### config.mk
export PLATFORM = sky130hd
export DESIGN_NAME = johnson_grey_reader
export DESIGN_NICKNAME = d
export VERILOG_FILES = /design/src/rtl/johnson_grey_reader.sv
export SDC_FILE = /design/constraint.sdc
export NUM_CORES = 1
export LEC_CHECK = 0
export ABC_AREA = 1
export BUFFER_PORTS_ARGS = -buffer_cell sky130_fd_sc_hd__buf_2
export CORE_UTILIZATION = 24
export DETAILED_ROUTE_END_ITERATION = 16
export PLACE_DENSITY = 0.4
export SLEW_MARGIN = 20
export SYNTH_ARGS = -nofsm -noshare
export SYNTH_HDL_FRONTEND = slang
export SYNTH_SLANG_ARGS = --single-unit
### constraint.sdc
create_clock -name i_clk -period 3 [get_ports i_clk]
set_input_delay 0.3 -clock i_clk [delete_from_list [all_inputs] [get_ports i_clk]]
set_output_delay 0.3 -clock i_clk [all_outputs]
set_load 0.02 [all_outputs]
### src/rtl/johnson_grey_reader.sv
// Receive side of the three-decade Johnson counter: synchronise, debounce,
// validate and decode to BCD/binary, and check for +1 mod 1000 progression.
//
// state | meaning
// IDLE  | waiting for a stable, new candidate word
// MAC1  | acc = hundreds*10 + tens
// MAC2  | acc = acc*10 + ones
// OUT   | publish value, run the step check
module johnson_grey_reader #(
  parameter int pSTABLE = 4
) (
  input  logic        i_clk,
  input  logic        i_rst,
  input  logic [4:0]  i_100,
  input  logic [4:0]  i_010,
  input  logic [4:0]  i_001,
  output logic [11:0] o_bcd,
  output logic [9:0]  o_bin,
  output logic        o_valid,
  output logic        o_err_code,
  output logic        o_err_step
);

  typedef enum logic [1:0] {IDLE, MAC1, MAC2, OUT} state_t;

  localparam logic [7:0] STABLE_TC = 8'(pSTABLE);

  state_t      state;
  state_t      state_nx;
  logic [14:0] sync_1;
  logic [14:0] w;
  logic [14:0] w_prev;
  logic [14:0] w_q;
  logic [14:0] last_word;
  logic [7:0]  stab_cnt;
  logic        stable;
  logic        stable_q;
  logic        rejected;
  logic        first;
  logic [3:0]  d100;
  logic [3:0]  d010;
  logic [3:0]  d001;
  logic [9:0]  acc;
  logic [4:0]  dec_100;
  logic [4:0]  dec_010;
  logic [4:0]  dec_001;
  logic        cand_legal;
  logic        candidate;
  logic        accept;
  logic        discard;
  logic [9:0]  bin_next;

  // Returns {legal, digit}.
  function automatic logic [4:0] j2d(input logic [4:0] code);
    case (code)
      5'b00000: j2d = {1'b1, 4'd0};
      5'b00001: j2d = {1'b1, 4'd1};
      5'b00011: j2d = {1'b1, 4'd2};
      5'b00111: j2d = {1'b1, 4'd3};
      5'b01111: j2d = {1'b1, 4'd4};
      5'b11111: j2d = {1'b1, 4'd5};
      5'b11110: j2d = {1'b1, 4'd6};
      5'b11100: j2d = {1'b1, 4'd7};
      5'b11000: j2d = {1'b1, 4'd8};
      5'b10000: j2d = {1'b1, 4'd9};
      default:  j2d = 5'b00000;
    endcase
  endfunction

  function automatic logic [9:0] x10(input logic [9:0] x);
    x10 = (x << 3) + (x << 1);
  endfunction

  // A word that changed this cycle is never stable, even if the counter
  // is still saturated from the previous word.
  assign stable     = (stab_cnt == STABLE_TC) && (w == w_prev);
  assign dec_100    = j2d(w_q[14:10]);
  assign dec_010    = j2d(w_q[9:5]);
  assign dec_001    = j2d(w_q[4:0]);
  assign cand_legal = dec_100[4] & dec_010[4] & dec_001[4];
  assign candidate  = stable_q && !rejected && (first || (w_q != last_word));
  assign bin_next   = (o_bin == 10'd999) ? 10'd0 : o_bin + 10'd1;

  always_ff @(posedge i_clk) begin
    if (i_rst) begin
      sync_1   <= '0;
      w        <= '0;
      w_prev   <= '0;
      w_q      <= '0;
      stab_cnt <= '0;
      stable_q <= 1'b0;
    end else begin
      sync_1   <= {i_100, i_010, i_001};
      w        <= sync_1;
      w_prev   <= w;
      w_q      <= w;
      stable_q <= stable;
      if (w != w_prev) begin
        stab_cnt <= '0;
      end else if (stab_cnt != STABLE_TC) begin
        stab_cnt <= stab_cnt + 8'd1;
      end
    end
  end

  always_ff @(posedge i_clk) begin
    if (i_rst) begin
      state <= IDLE;
    end else begin
      state <= state_nx;
    end
  end

  always_comb begin
    state_nx = state;
    accept   = 1'b0;
    discard  = 1'b0;
    case (state)
      IDLE: begin
        if (candidate) begin
          accept  = cand_legal;
          discard = !cand_legal;
          if (cand_legal) begin
            state_nx = MAC1;
          end
        end
      end
      MAC1:    state_nx = MAC2;
      MAC2:    state_nx = OUT;
      OUT:     state_nx = IDLE;
      default: state_nx = IDLE;
    endcase
  end

  always_ff @(posedge i_clk) begin
    if (i_rst) begin
      first      <= 1'b1;
      rejected   <= 1'b0;
      last_word  <= '0;
      d100       <= '0;
      d010       <= '0;
      d001       <= '0;
      acc        <= '0;
      o_bin      <= '0;
      o_bcd      <= '0;
      o_valid    <= 1'b0;
      o_err_code <= 1'b0;
      o_err_step <= 1'b0;
    end else begin
      o_valid <= 1'b0;
      // The rejection holds only until the rejected word stops being stable.
      if (!stable_q) begin
        rejected <= 1'b0;
      end else if (discard) begin
        rejected <= 1'b1;
      end
      if (discard) begin
        o_err_code <= 1'b1;
      end
      if (accept) begin
        d100      <= dec_100[3:0];
        d010      <= dec_010[3:0];
        d001      <= dec_001[3:0];
        last_word <= w_q;
      end
      case (state)
        MAC1: acc <= x10({6'b0, d100}) + {6'b0, d010};
        MAC2: acc <= x10(acc) + {6'b0, d001};
        OUT: begin
          o_bin   <= acc;
          o_bcd   <= {d100, d010, d001};
          o_valid <= 1'b1;
          first   <= 1'b0;
          if (!first && (acc != bin_next)) begin
            o_err_step <= 1'b1;
          end
        end
        default: ;
      endcase
    end
  end

endmodule

==> key figures <==
Outcome
  • Status: complete, no violations

Clocking
  • Hold-fix buffers, CTS: 0
  • Clock sinks: 135
  • Clock H-tree levels: 4
  • CTS Buffer Depth: 2
  • Worst-path clk slew: 0.07 ns
  • Root buf cell: clkbuf_16
  • Setup repair bufs after CTS: 0
  • CTS tree: built
  • CTS Buf Count: 17
  • Worst-skew pair later-pin latency: 0.42 ns
  • Resized cells post-CTS: 0

Floorplanning
  • Die H: 165 µm
  • Ports: 42
  • Die area: 27100 µm²
  • Die Width: 165 µm
  • CORE AREA: 26000 µm²
  • Initial Util: 0.244
  • Row count: 59

Power
  • Worst vdd ir: 0.345 mV
  • Leakage: 0.00363 µW
  • PwrDens: 546 nW/µm²

Placed design
  • Worst slack, placed: 0.628 ns
  • Port Buf Inserts: 41
  • Placer Congestion: 0.782
  • HPWL after DPL: 10.8 mm
  • Placed instance area: 6900 µm²
  • Placed Cells: 1212

Global route
  • Global route overflow: 0
  • Total track usage: 0.119
  • Initial antenna violation count: 0
  • Vias in the first global route: 5046
  • Global-route wire length before repair: 25.3 mm
  • Pin count of the biggest net entering global routing: 47

Critical path
  • Worst Path Arrival: 2.74 ns
  • Worst Setup Start Kind: flip-flop
  • Slowest CP cell: fa_1
  • Kind of end point of the critical path: flip-flop
  • Worst EP required: 3.35 ns
  • Maximum fanout along the worst path: 4
  • Critical Path, Cell by Cell: inv_1, fa_1, inv_1, ha_1, nand3_1, nand2_1, nand2_1, o21ai_1, inv_1, nor2_1, nor2_1, a21oi_1, nand2_1, a21oi_1
  • Max stage delay on crit path: 0.58 ns
  • Crit Path Class: flip-flop to flip-flop

Timing
  • Worst Setup Slack, final: 0.618 ns
  • Crit path time final: 2.38 ns
  • Slew headroom: 0.612
  • Fmax: 420 MHz
  • Final hold violations: 0
  • Setup violators final: 0
  • Fin crit share: 0.794
  • Slew @ Worst Pin: 0.582 ns
  • Post-route setup TNS: 0 ns
  • Slew Limit Fails: 0
  • Layout Skew: 0.0146 ns
  • RSZ-0062 raised after global routing: false

Final layout
  • Post-route insts no fill: 1244
  • Share of cells above drive strength 1: 0.101
  • Ant diodes: 0
  • Area occupied by registers: 2700 µm²
  • Fill count: 2857
  • Area Growth Syn to Fin: 18.2%
  • Multi-input logic area: 2950 µm²
  • Layout Nets: 956
  • Design area: 7500 µm²

Synthesis
  • Cells after Synth: 857
  • Sequential area share after synthesis: 0.426
  • Post-Synthesis Net Count: 917
  • Synth top area share: 0.426
  • Post-synth top flop: dfxtp_1
  • Area leader, netlist: dfxtp_1
  • Post-synth EDFFs: 0
  • Mean post-synth cell area: 7.41 µm²
  • Post-Syn Area: 6350 µm²
  • #FFs+latches synth: 135
  • Cell variety after synth: 40
  • Post-synth ARST share: 0
  • Ys Warns: 0
  • Synth area leaders: dfxtp_1 (43%), inv_1 (8.9%), nand2_1 (8.6%)

Job
  • Max Cap Viol: 0

Detailed routing
  • Vias: 5028
  • WL per Instance: 11.8 µm
  • Drt first pass iters: 7
  • DRC errors left: 0
  • Routed WL: 14.6 mm
  • Vias/cell: 4.04
  • Antenna Nets Post-Route: 0
  • First DRT Iteration DRCs: 270

Worst hold path
  • Hold WC Path Type: primary input to flip-flop
-- cells in the final DEF (no fill, tap or decap), drive strengths merged --
cell type / n
nand3: 41
a211oi: 1
o31ai: 1
o211ai: 10
xor2: 11
a31oi: 2
nand4: 11
fa: 4
nor4: 2
clkinv: 3
ha: 39
o22ai: 9
a21oi: 48
nor2: 143
bufinv: 1
o2111ai: 4
and3: 1
dfxtp: 135
xnor2: 9
o221ai: 5
o21bai: 3
clkbuf: 17
inv: 162
o21ai: 41
or2: 3
nor3: 3
a21o: 2
nand3b: 2
buf: 46
clkinvlp: 2
nand2: 148
-- final timing paths --
| path | slack [ns] | from | cells after the start | to |
|---|---|---|---|---|
| min | 0.07 | i_100[2] | 3 | sync_1[12] |
| min reg2reg | 0.40 | sync_1[7] | 2 | w[7] |
| max | 0.62 | acc[0] | 14 | acc[9] |
| max reg2reg | 0.62 | acc[0] | 14 | acc[9] |
-- sequential cells by signal, indices dropped and copies added (netlist names), 5 cells and up --
name / cells
stab_cnt: 8
dec_100: 5
last_word: 15
w: 15
w_q: 15
o_bcd: 12
acc: 10
o_bin: 10
dec_010: 5
sync_1: 15
dec_001: 5
-- area by class of cell --
class	instances	share of cell area
multi-input cells	543	0.394
flip-flops and latches	135	0.360
inverters	153	0.0765
clock buffers	17	0.0567
well taps	335	0.0559
repair buffers	46	0.0340
clock inverters	15	0.0232
-- synthesized netlist by cell type (5+ instances only) --
| cell type | number |
|---|---|
| inv_1 | 151 |
| nand2_1 | 145 |
| nor2_1 | 140 |
| dfxtp_1 | 135 |
| a21oi_1 | 47 |
| nand3_1 | 41 |
| o21ai_0 | 40 |
| ha_1 | 39 |
| clkbuf_1 | 18 |
| xor2_1 | 11 |
| nand4_1 | 10 |
| o211ai_1 | 10 |
| o22ai_1 | 9 |
| xnor2_1 | 9 |
| o221ai_1 | 5 |
-- power breakdown --
part	total [µW]	switching (µW)	leakage [µW]	internal [µW]
clock network	2120	929	0.000292	1190
registers	1840	19.4	0.00110	1820
logic	128	83.0	0.00224	45.1
-- routing by layer --
| layer | track usage | wire, µm | part of all wire | vias up |
|---|---|---|---|---|
| li1 | - | - | - | 2771 |
| met1 | 0.158 | 7560 | 0.52 | 2187 |
| met2 | 0.192 | 6500 | 0.44 | 63 |
| met3 | 0.0314 | 468 | 0.032 | 7 |
| met4 | 0.0300 | 109 | 0.0074 | 0 |
| met5 | 0 | 0 | 0 | - |
-- through the flow --
stage / power (µW) / utilization / hold WS, ns
2_1_floorplan: 1970 / - / 0.388
3_3_place_gp: 2020 / 0.266 / 0.390
3_5_place_dp: 2020 / 0.266 / 0.396
4_1_cts: 4170 / 0.289 / 0.0480
5_1_grt: 4270 / 0.289 / 0.0493
6_report: 4090 / 0.289 / 0.0684
-- cells by family after synthesis --
kind of cell,after synthesis,synth area share
compound gates,126,0.114
xor+xnor,20,0.0276
fa+ha+maj,43,0.0895
buf+inv,179,0.109
flops,135,0.426
simple gates,354,0.234
-- critical path, delay by kind of cell, from the launching register on --
family | cells | cell delay (ns)
adders and majority gates | 2 | 0.85
buffers and inverters | 3 | 0.23
and+or+nand+nor | 6 | 0.46
DFF | 1 | 0.38
AOI/OAI and AO/OA | 3 | 0.41
(Power assumes the default switching activity.)
